## config.mk

```make
export PLATFORM = sky130hd
export DESIGN_NAME = gcd_axil_slave
export DESIGN_NICKNAME = d
export VERILOG_FILES = /design/src/rtl/gcd_axil_slave.sv
export SDC_FILE = /design/constraint.sdc
export NUM_CORES = 1
export LEC_CHECK = 0
export CAP_MARGIN = 25
export CORE_MARGIN = 10
export CORE_UTILIZATION = 30
export DETAILED_ROUTE_END_ITERATION = 10
export HOLD_SLACK_MARGIN = 0.15
export PLACE_DENSITY = 0.58
export SLEW_MARGIN = 20
export SYNTH_ARGS = -nofsm -noshare
export SYNTH_HDL_FRONTEND = slang
export SYNTH_SLANG_ARGS = --single-unit
export TNS_END_PERCENT = 1
```

## constraint.sdc

```tcl
create_clock -name aclk -period 7.9 [get_ports aclk]
set_input_delay 1.185 -clock aclk [delete_from_list [all_inputs] [get_ports aclk]]
set_output_delay 1.185 -clock aclk [all_outputs]
set_load 0.02 [all_outputs]
```

## src/rtl/gcd_axil_slave.sv

```systemverilog
// AXI4-Lite slave wrapping a subtract-based GCD engine.
// Registers: CTRL (START / BUSY,DONE), operands A and B, result R.
module gcd_axil_slave #(
  parameter int unsigned ADDR_W = 32
) (
  input  logic              aclk,
  input  logic              aresetn,
  input  logic [ADDR_W-1:0] s_axi_awaddr,
  input  logic              s_axi_awvalid,
  output logic              s_axi_awready,
  input  logic [31:0]       s_axi_wdata,
  input  logic [3:0]        s_axi_wstrb,
  input  logic              s_axi_wvalid,
  output logic              s_axi_wready,
  output logic [1:0]        s_axi_bresp,
  output logic              s_axi_bvalid,
  input  logic              s_axi_bready,
  input  logic [ADDR_W-1:0] s_axi_araddr,
  input  logic              s_axi_arvalid,
  output logic              s_axi_arready,
  output logic [31:0]       s_axi_rdata,
  output logic [1:0]        s_axi_rresp,
  output logic              s_axi_rvalid,
  input  logic              s_axi_rready
);
  localparam int unsigned DATA_W = 32;
  localparam logic [1:0] RESP_OKAY   = 2'b00;
  localparam logic [1:0] RESP_SLVERR = 2'b10;

  typedef enum logic [0:0] {IDLE = 1'b0, CALC = 1'b1} state_t;

  state_t              state_q, state_d;
  logic                armed;
  logic                aw_lat, aw_map_q, w_lat;
  logic [1:0]          aw_idx_q;
  logic [DATA_W-1:0]   wdata_q;
  logic [3:0]          wstrb_q;
  logic [DATA_W-1:0]   a_q, b_q, r_q, r_d, x_q, x_d, y_q, y_d;
  logic                busy_q, busy_d, done_q, done_d;
  logic                do_write, wr_ok, start_req, rd_map;
  logic [DATA_W-1:0]   rd_val;
  logic                unused_addr_lsbs;

  assign unused_addr_lsbs = ^{s_axi_awaddr[1:0], s_axi_araddr[1:0]};

  function automatic logic [DATA_W-1:0] apply_strb(input logic [DATA_W-1:0] cur,
                                                   input logic [DATA_W-1:0] nxt,
                                                   input logic [3:0]        strb);
    logic [DATA_W-1:0] res;
    res = cur;
    for (int i = 0; i < 4; i++) begin
      if (strb[i]) res[8*i +: 8] = nxt[8*i +: 8];
    end
    return res;
  endfunction

  assign do_write  = aw_lat & w_lat;
  assign wr_ok     = do_write & aw_map_q;
  assign start_req = wr_ok && (aw_idx_q == 2'd0) && wstrb_q[0] && wdata_q[0];

  // Read mux; any address bit above bit 3 is unmapped.
  always_comb begin
    rd_map = (s_axi_araddr[ADDR_W-1:4] == '0);
    rd_val = '0;
    case (s_axi_araddr[3:2])
      2'd0:    rd_val = {{(DATA_W-2){1'b0}}, done_q, busy_q};
      2'd1:    rd_val = a_q;
      2'd2:    rd_val = b_q;
      default: rd_val = r_q;
    endcase
    if (!rd_map) rd_val = '0;
  end

  // AXI-Lite channel handling and A/B register file.
  always_ff @(posedge aclk) begin
    if (!aresetn) begin
      armed         <= 1'b0;
      aw_lat        <= 1'b0;
      aw_map_q      <= 1'b0;
      aw_idx_q      <= 2'd0;
      w_lat         <= 1'b0;
      wdata_q       <= '0;
      wstrb_q       <= '0;
      a_q           <= '0;
      b_q           <= '0;
      s_axi_awready <= 1'b0;
      s_axi_wready  <= 1'b0;
      s_axi_bvalid  <= 1'b0;
      s_axi_bresp   <= RESP_OKAY;
      s_axi_arready <= 1'b0;
      s_axi_rvalid  <= 1'b0;
      s_axi_rdata   <= '0;
      s_axi_rresp   <= RESP_OKAY;
    end else begin
      armed <= 1'b1;
      if (!armed) begin
        s_axi_awready <= 1'b1;
        s_axi_wready  <= 1'b1;
        s_axi_arready <= 1'b1;
      end
      if (s_axi_awvalid && s_axi_awready) begin
        aw_lat        <= 1'b1;
        aw_map_q      <= (s_axi_awaddr[ADDR_W-1:4] == '0);
        aw_idx_q      <= s_axi_awaddr[3:2];
        s_axi_awready <= 1'b0;
      end
      if (s_axi_wvalid && s_axi_wready) begin
        w_lat        <= 1'b1;
        wdata_q      <= s_axi_wdata;
        wstrb_q      <= s_axi_wstrb;
        s_axi_wready <= 1'b0;
      end
      if (do_write) begin
        aw_lat       <= 1'b0;
        w_lat        <= 1'b0;
        s_axi_bvalid <= 1'b1;
        s_axi_bresp  <= aw_map_q ? RESP_OKAY : RESP_SLVERR;
        if (wr_ok && aw_idx_q == 2'd1) a_q <= apply_strb(a_q, wdata_q, wstrb_q);
        if (wr_ok && aw_idx_q == 2'd2) b_q <= apply_strb(b_q, wdata_q, wstrb_q);
      end
      if (s_axi_bvalid && s_axi_bready) begin
        s_axi_bvalid  <= 1'b0;
        s_axi_awready <= 1'b1;
        s_axi_wready  <= 1'b1;
      end
      if (s_axi_arvalid && s_axi_arready) begin
        s_axi_arready <= 1'b0;
        s_axi_rvalid  <= 1'b1;
        s_axi_rdata   <= rd_val;
        s_axi_rresp   <= rd_map ? RESP_OKAY : RESP_SLVERR;
      end
      if (s_axi_rvalid && s_axi_rready) begin
        s_axi_rvalid  <= 1'b0;
        s_axi_arready <= 1'b1;
      end
    end
  end

  // GCD core state register.
  always_ff @(posedge aclk) begin
    if (!aresetn) begin
      state_q <= IDLE;
      x_q     <= '0;
      y_q     <= '0;
      r_q     <= '0;
      busy_q  <= 1'b0;
      done_q  <= 1'b0;
    end else begin
      state_q <= state_d;
      x_q     <= x_d;
      y_q     <= y_d;
      r_q     <= r_d;
      busy_q  <= busy_d;
      done_q  <= done_d;
    end
  end

  // GCD core next state: one compare/subtract step per CALC cycle.
  always_comb begin
    state_d = state_q;
    x_d     = x_q;
    y_d     = y_q;
    r_d     = r_q;
    busy_d  = busy_q;
    done_d  = done_q;
    case (state_q)
      IDLE: begin
        if (start_req) begin
          x_d     = a_q;
          y_d     = b_q;
          done_d  = 1'b0;
          busy_d  = 1'b1;
          state_d = CALC;
        end
      end
      CALC: begin
        if (x_q == '0 || y_q == '0) begin
          r_d     = x_q | y_q;
          done_d  = 1'b1;
          busy_d  = 1'b0;
          state_d = IDLE;
        end else if (x_q == y_q) begin
          r_d     = x_q;
          done_d  = 1'b1;
          busy_d  = 1'b0;
          state_d = IDLE;
        end else if (x_q > y_q) begin
          x_d = x_q - y_q;
        end else begin
          y_d = y_q - x_q;
        end
      end
      default: state_d = IDLE;
    endcase
  end
endmodule

```

After elaboration in Yosys (flattened, before gate mapping):

Cells that the tools add are included.

* register bits: 246
* input bits: 107

* add/sub/neg operators: 2
* order comparisons: 1
* eq/ne operators: 14
* multiplexer cells: 36
* bitwise gates (word level): 5
* reduce and logical (&&, ||, !) cells: 33

Operators with widths (count)
* 32-bit two-way mux: 11
* 32-bit one-hot mux with 2 select lines: 2
* 32-bit one-hot mux with 3 select lines: 1
* 32-bit logical NOT: 2
* 32-bit subtractor: 2
* 28-bit logical NOT: 2
* 32-bit equality test: 1
* 32-bit greater-than comparator: 1
* 32-bit bitwise OR: 1
* 3-bit AND reduction: 8
* 1-bit two-way mux: 17
* 3-bit by 1-bit != test with 1-bit output, second input constant: 4
* 1-bit logical AND: 10
* 2-bit != test, second input constant: 4
* 4-bit AND reduction: 2
* 1-bit one-hot mux with 2 select lines: 3
* 2-bit OR reduction: 3
* 2-bit by 1-bit equality test with 1-bit output, second input constant: 2
* 2-bit equality test, second input constant: 2
* 2-bit logical NOT: 2
* 2-bit two-way mux: 2
* 2-bit AND reduction: 2
* 1-bit bitwise AND: 2
* 2-bit by 1-bit != test with 1-bit output, second input constant: 1
* 3 further kinds: 4

Depth between registers and ports, before layout:

Gate-level depths: netlist of run 1.

* word-level depth: 7
* gate-level depth with buffers: 15
* gate-level depth less buffers: 13

Least setup slack after synthesis of run 1:

No wires, ideal clock.

* path type: register to register
* start point: register x_q[0]
* end point: register x_q[10]
* arrival: 2.860 ns
* required time: 7.772 ns
* slack: 4.912 ns
* stages on the path, launching flop included: 15
* path buffers: 1
* clock period less this slack: 2.988 ns
* cells stage by stage: dfxtp_1 > inv_1 > ha_1 > fa_1 > o21bai_1 > a41oi_2 > a21oi_1 > nor3b_2 > o31ai_2 > a221o_1 > o31ai_2 > o21ai_2 > buf_6 > mux2i_1 > nor2_1

* word-level cells in the longest chain between the ends: 5
* elaborated cells on any way between the ends: 13
* those cells by class: 1 x add/sub; 1 x order compare; 4 x eq/ne; 4 x mux; 3 x reduce/logical

RTL lines
* from (decl): line 38 `logic [DATA_W-1:0] a_q, b_q, r_q, r_d, x_q, x_d, y_q, y_d;`
* from (signal assigned): line 143 `x_q <= '0;`
* from (signal assigned): line 150 `x_q <= x_d;`
* 32-bit subtractor: line 188 `x_d = x_q - y_q;`
* 32-bit two-way mux: line 187 `end else if (x_q > y_q) begin`
* 32-bit two-way mux: line 182 `end else if (x_q == y_q) begin`
* 32-bit two-way mux: line 177 `if (x_q == '0 || y_q == '0) begin`
* 32-bit one-hot mux with 2 select lines: line 166 `case (state_q)`

Several ways; a longest one is shown, not always the timed one. The select of a mux whose other input is x is not followed.
A chain may end at the register's enable or synchronous reset.

Final worst setup path of run 1:

* start point: register x_q[0]
* end point: register x_q[21]

Same word-level chain as after synthesis.

==> metrics.yaml, run 1 <==
slew_headroom: 0.286
ys_seq_area_frac: 0.339
pre_cts_ws_ns: 3.76
grt_usage: 0.166
worstPathCellList: "inv_1 > ha_1 > fa_1 > o21bai_1 > a41oi_2 > a21oi_1 > nor3b_2 > o31ai_2 > a221o_1 > o31ai_2 > o21ai_4 > buf_4 > o2111ai_1 > o31ai_2"
startpoint: "x_q[0]"
timing.final.crit_share: 0.538
ys_ff_latch: 244
netlist_area_um2: 14400
core_area_um2: 47600
root_buffer: "clkbuf_16"
cts_buffer_depth: 3
place_congestion: 0.924
routedWlPerCell_um: 19.3
grt_pass1_vias: 13308
cp_max_fo: 50
synth_most_common_cell: "a21oi_1"
criticalPathCategory: "flip-flop to flip-flop"
ioPinCount: 148
synth.largest_area_cell: "dfxtp_1"
vias_per_cell: 5.35
critPathCaptureType: "flip-flop"
cts.sinks: 244
fin_crit_ns: 4.25
nFillCells: 5040
drt_iter0_drc: 1270
synth-edff-count: 0
cp-start-kind: "flip-flop"
worst_slack_ns: 3.65
power_density_nw_per_um2: 158
hold_path_end: "s_axi_rdata[0]"
reg2reg_from: "x_q[0]"
cts-buffers-inserted: 26
power.leakage_nw: 5.74
die_area_um2: 57300
cts.repair.resized: 0
fin_nets: 2122
critPathTopFamily: "compound AO/OA/AOI/OAI gates"
rows: 80
drt_first_pass_iters: 5
max_stage_delay_ns: 0.70
holdWs_ns: 0.463
io_buffers: 141
drv_slew: 0
synthCells: 1864
antenna_found_initial: 0
regToRegEndpoint: "x_q[21]"
worstHoldPathCells: 2
gr-total-overflow: 0
r2r_cells: 14
cp.arrival_ns: 4.70
critPathBufInv: 2
die_h_um: 239
worst_path_most_repeated_cell: "o31ai_2"
insertion_delay_ns: 0.55
status: "finished, final reports clean"
diodes: 0
vias: 13641
fin_skew_ns: 0.0189
grt_max_degree: 122
finalSetupTns_ns: 0
antenna_left: 0
rrSetupSlack_ns: 3.65
synthTopCellsByCount: "a21oi_1, dfxtp_1, nand2_1"
clk_pin_slew_ns: 0.07
grt_pass1_wl_um: 76700
synth_top_area_frac: 0.339
dp.cells: 2505
start_util: 0.303
final_cells: 2551
vdd_ir_drop_max_mv: 0.144
synth_ff_type: "dfxtp_1"
cts_htree_levels: 1
yosys-top-cells-area: "dfxtp_1, a21oi_1, ha_1"
synth_area_per_cell_um2: 7.74
yosys_warnings: 0
min_path_type: "flip-flop to flip-flop"
yosys.cell_types.count: 75
tritoncts: "built"
remaining_drc_errors: 0
areaGrowthSynthToFinish_pct: 19.0
drive_gt1_frac: 0.0744
cp.depth: 14
post_cts_buffers: 0
critical_path.slowest_cell: "buf_4"
setup_viol: 0
cp.required_ns: 8.34
finalHoldViolations: 0
maxCapViolCount: 0
die_x_um: 239
utilization: 0.360
hpwl_um: 35600
rsz0062_at_grt: "false"
hold_start: "s_axi_rdata[0]"
fmax_ghz: 0.235
totalWireLength_um: 49300
worst_slew_pin_slew_ns: 1.07
holdBufCountCts: 0
ys_async_sr_fraction: 0
## per-layer routing
layer  routed length, um  vias up  track usage
met5                   0        -            0
met4                1170        0       0.0399
met3                3580       68       0.0357
met2               21600      432        0.263
met1               23000     6521        0.225
li1                    -     6620            -
## power breakdown
group	total, mW	switching, mW	internal, mW
Combinational	0.128	0.0654	0.0630
Sequential	1.25	0.0127	1.24
Clock	1.33	0.516	0.810
## state kept, by name, indices dropped and copies added, names as in the netlist, 2 cells and up
register	cells
a_q	32
aw_idx_q	2
b_q	32
r_q	32
s_axi_rdata	32
wdata_q	32
wstrb_q	4
x_q	32
y_q	32
## how the worst max path moves through the flow
| stage | slack [ns] | to |
|---|---|---|
| finish | 3.65 | x_q[21] |
| global route | 3.37 | x_q[27] |
| CTS | 3.71 | x_q[21] |
| detailed placement | 3.76 | x_q[21] |
| global placement | 3.80 | x_q[27] |
| floorplan | 4.91 | x_q[10] |
## tightest hold or removal path, delay by kind of cell, from the launching register on
kind / cells / cell delay, ns
AND/OR/NAND/NOR: 1 / 0.05
AO/OA/AOI/OAI: 1 / 0.05
flip-flops: 1 / 0.31
## logic make-up after synthesis
group                      count (synthesis)  share of synthesized area
other                                      1                   0.000260
adders and majority gates                 97                     0.0852
DFF                                      244                      0.339
and+or+nand+nor                          665                      0.205
buffers and inverters                    230                     0.0644
AOI/OAI and AO/OA                        519                      0.231
xor gates and xnor gates                  53                     0.0322
muxes                                     55                     0.0429
## through the flow
stage | cell area [um^2] | total power [mW]
after floorplan | 14400 | 1.33
after global placement | 16200 | 1.41
after detailed placement | 16200 | 1.41
after CTS | 17200 | 2.74
after global routing | 17200 | 2.79
final | 17200 | 2.71
## layout by cell type (no fill, tap or decap), types with 18 or more instances in the layout
cell type        synthesis  routed
a211oi_1                43      43
a21oi_1                264     264
a22oi_1                 30      30
clkbuf_16                0      27
clkdlybuf4s50_1          0     141
dfxtp_1                244     243
ha_1                    95      95
inv_1                   94      93
mux2_2                  35      35
mux2i_1                 18      18
nand2_1                230     230
nand3_1                 92      92
nor2_1                 224     224
nor4_1                  41      41
o211ai_1                26      26
o21ai_0                 31      31
o21bai_1                18      18
o31ai_2                 18      18
xnor2_1                 53      53
## area by class of cell
type	count	area, um^2	share of cell area
clock inverter	9	154	0.00896
sequential	244	4890	0.285
inverter	99	377	0.0219
multi-input combinational	1391	8670	0.505
tap	615	769	0.0448
clock buffer	37	773	0.0450
timing repair buffer	156	1540	0.0895
(Power assumes the default switching activity.)
==> run 2, diff against run 1 <==
==> constraint.sdc (replaced) <==
create_clock -name aclk -period 4.3 [get_ports aclk]
set_input_delay 0.645 -clock aclk [delete_from_list [all_inputs] [get_ports aclk]]
set_output_delay 0.645 -clock aclk [all_outputs]
set_load 0.02 [all_outputs]
==> metrics.yaml, run 2 (synthesis gave the netlist of run 1 again) <==
power.leakage_nw: 5.82  # +1.3%
finalHoldViolations: 0  # unchanged
cp.arrival_ns: 4.16  # -0.54 ns
vdd_ir_drop_max_mv: 0.313  # +120%
utilization: 0.362  # +0.00186
grt_pass1_wl_um: 75600  # -1.5%
finalPower_mw: 4.91  # +81%
rsz0062_at_grt: "false"
areaGrowthSynthToFinish_pct: 19.6
root_buffer: "clkbuf_16"
vias: 13662  # +0.15%
gr-total-overflow: 0  # unchanged
cp_max_fo: 10  # -80%
register_area_um2: 4890  # unchanged
grt_pass1_vias: 13193  # -0.86%
worst_slew_pin_slew_ns: 0.957  # -0.110 ns
multi_input_area_um2: 8660  # -0.16%
drv_slew: 0  # unchanged
remaining_drc_errors: 0  # unchanged
min_path_type: "flip-flop to flip-flop"
tritoncts: "built"
hpwl_um: 36000  # +0.94%
timing.final.crit_share: 0.866  # +0.327
drt_iter0_drc: 1181  # -7.0%
maxCapViolCount: 0  # unchanged
clk_pin_slew_ns: 0.06  # about the same
cts_buffer_depth: 3  # unchanged
grt_max_degree: 107  # -12%
start_util: 0.303  # unchanged
max_stage_delay_ns: 0.42  # -0.28 ns
cts-buffers-inserted: 26  # unchanged
critPathCaptureType: "flip-flop"
setup_viol: 0  # unchanged
grt_usage: 0.164  # -0.00201
fin_nets: 2135  # +0.61%
worst_path_most_repeated_cell: "a21oi_1"
status: "finished, final reports clean"
post_cts_buffers: 0  # unchanged
cts.repair.resized: 0  # unchanged
fin_crit_ns: 3.72  # -0.530 ns
use_met2: 0.257  # -0.00613
fmax_ghz: 0.269  # +14%
fin_skew_ns: 0.0320  # +0.0131 ns
cp.required_ns: 4.74  # -3.60 ns
io_buffers: 141  # unchanged
antenna_found_initial: 0  # unchanged
slew_headroom: 0.362  # +0.0754
drt_first_pass_iters: 6  # +1
place_congestion: 0.925  # +0.14%
totalWireLength_um: 48700  # -1.4%
cp-start-kind: "flip-flop"
rows: 80  # unchanged
core_area_um2: 47600  # unchanged
cts_htree_levels: 1  # unchanged
grtUsageMet1: 0.220  # -0.00438
insertion_delay_ns: 0.57  # +0.02 ns
antenna_left: 0  # unchanged
diodes: 0  # unchanged
busiest_layer: "met2"
die_h_um: 239  # unchanged
final_cell_mix: "a21oi_1, dfxtp_1, nand2_1"
power_density_nw_per_um2: 285  # +80%
ioPinCount: 148  # unchanged
nFillCells: 5080  # +0.79%
die_x_um: 239  # unchanged
criticalPathCategory: "flip-flop to flip-flop"
critical_path.slowest_cell: "fa_1"
routedWlPerCell_um: 19.0  # -1.9%
holdBufCountCts: 0  # unchanged
vias_per_cell: 5.33  # -0.39%
worstPathCellList: "inv_1 > ha_1 > fa_1 > o21bai_1 > a41oi_2 > a21oi_1 > or3_1 > nand3_1 > nor3b_2 > o21ai_2 > o211ai_2 > buf_4 > o211ai_1 > a21oi_1"
use_met3: 0.0399  # +0.00414
finalSetupTns_ns: 0  # unchanged
die_area_um2: 57300  # unchanged
cts.sinks: 244  # unchanged
drive_gt1_frac: 0.0815  # +0.00716
final_common_cell: "a21oi_1"
==> run 2: power breakdown <==
group / internal, mW / leakage, nW / switching, mW
Clock: 1.39 / 0.447 / 0.979
Sequential: 2.28 / 1.97 / 0.0212
Combinational: 0.119 / 3.40 / 0.122
==> run 2: path summary, 6_finish.rpt <==
path | startpoint | to | slack, ns | cells past startpoint
max | x_q[0] | y_q[4] | 0.58 | 14
min | s_axi_rdata[1] | s_axi_rdata[1] | 0.47 | 2
max reg2reg | x_q[0] | y_q[4] | 0.58 | 14
min reg2reg | s_axi_rdata[1] | s_axi_rdata[1] | 0.47 | 2
==> run 2: final cells by class <==
class | count | share of cell area
multi-input cells | 1391 | 0.502
flip-flops and latches | 244 | 0.283
repair buffers | 169 | 0.0971
well taps | 615 | 0.0446
clock buffers | 31 | 0.0399
inverters | 99 | 0.0218
clock inverters | 16 | 0.0117
==> run 2: worst max-delay path: cells and delay by family, from the launching register on <==
family | cells | cell delay (ns)
AO/OA/AOI/OAI | 7 | 1.62
adder cells (fa/ha/maj) | 2 | 0.66
AND/OR/NAND/NOR | 3 | 0.47
buffers and inverters | 2 | 0.45
flip-flops | 1 | 0.40
==> run 2: layer usage <==
| metal | vias up | part of all wire |
|---|---|---|
| met4 | 0 | 0.021 |
| met3 | 66 | 0.080 |
| met2 | 466 | 0.44 |
| li1 | 6662 | - |
| met1 | 6468 | 0.46 |
| met5 | - | 0 |
==> run 2: metrics by stage <==
stage	instances	worst slack, ns	hold WS, ns	cell area (um^2)
after floorplan	1865	1.31	0.433	14400
after global placement	2517	0.524	0.447	16400
after detailed placement	2518	0.633	0.454	16400
after CTS	2565	0.601	0.470	17300
after global routing	2565	0.277	0.487	17300
final	2565	0.578	0.470	17300
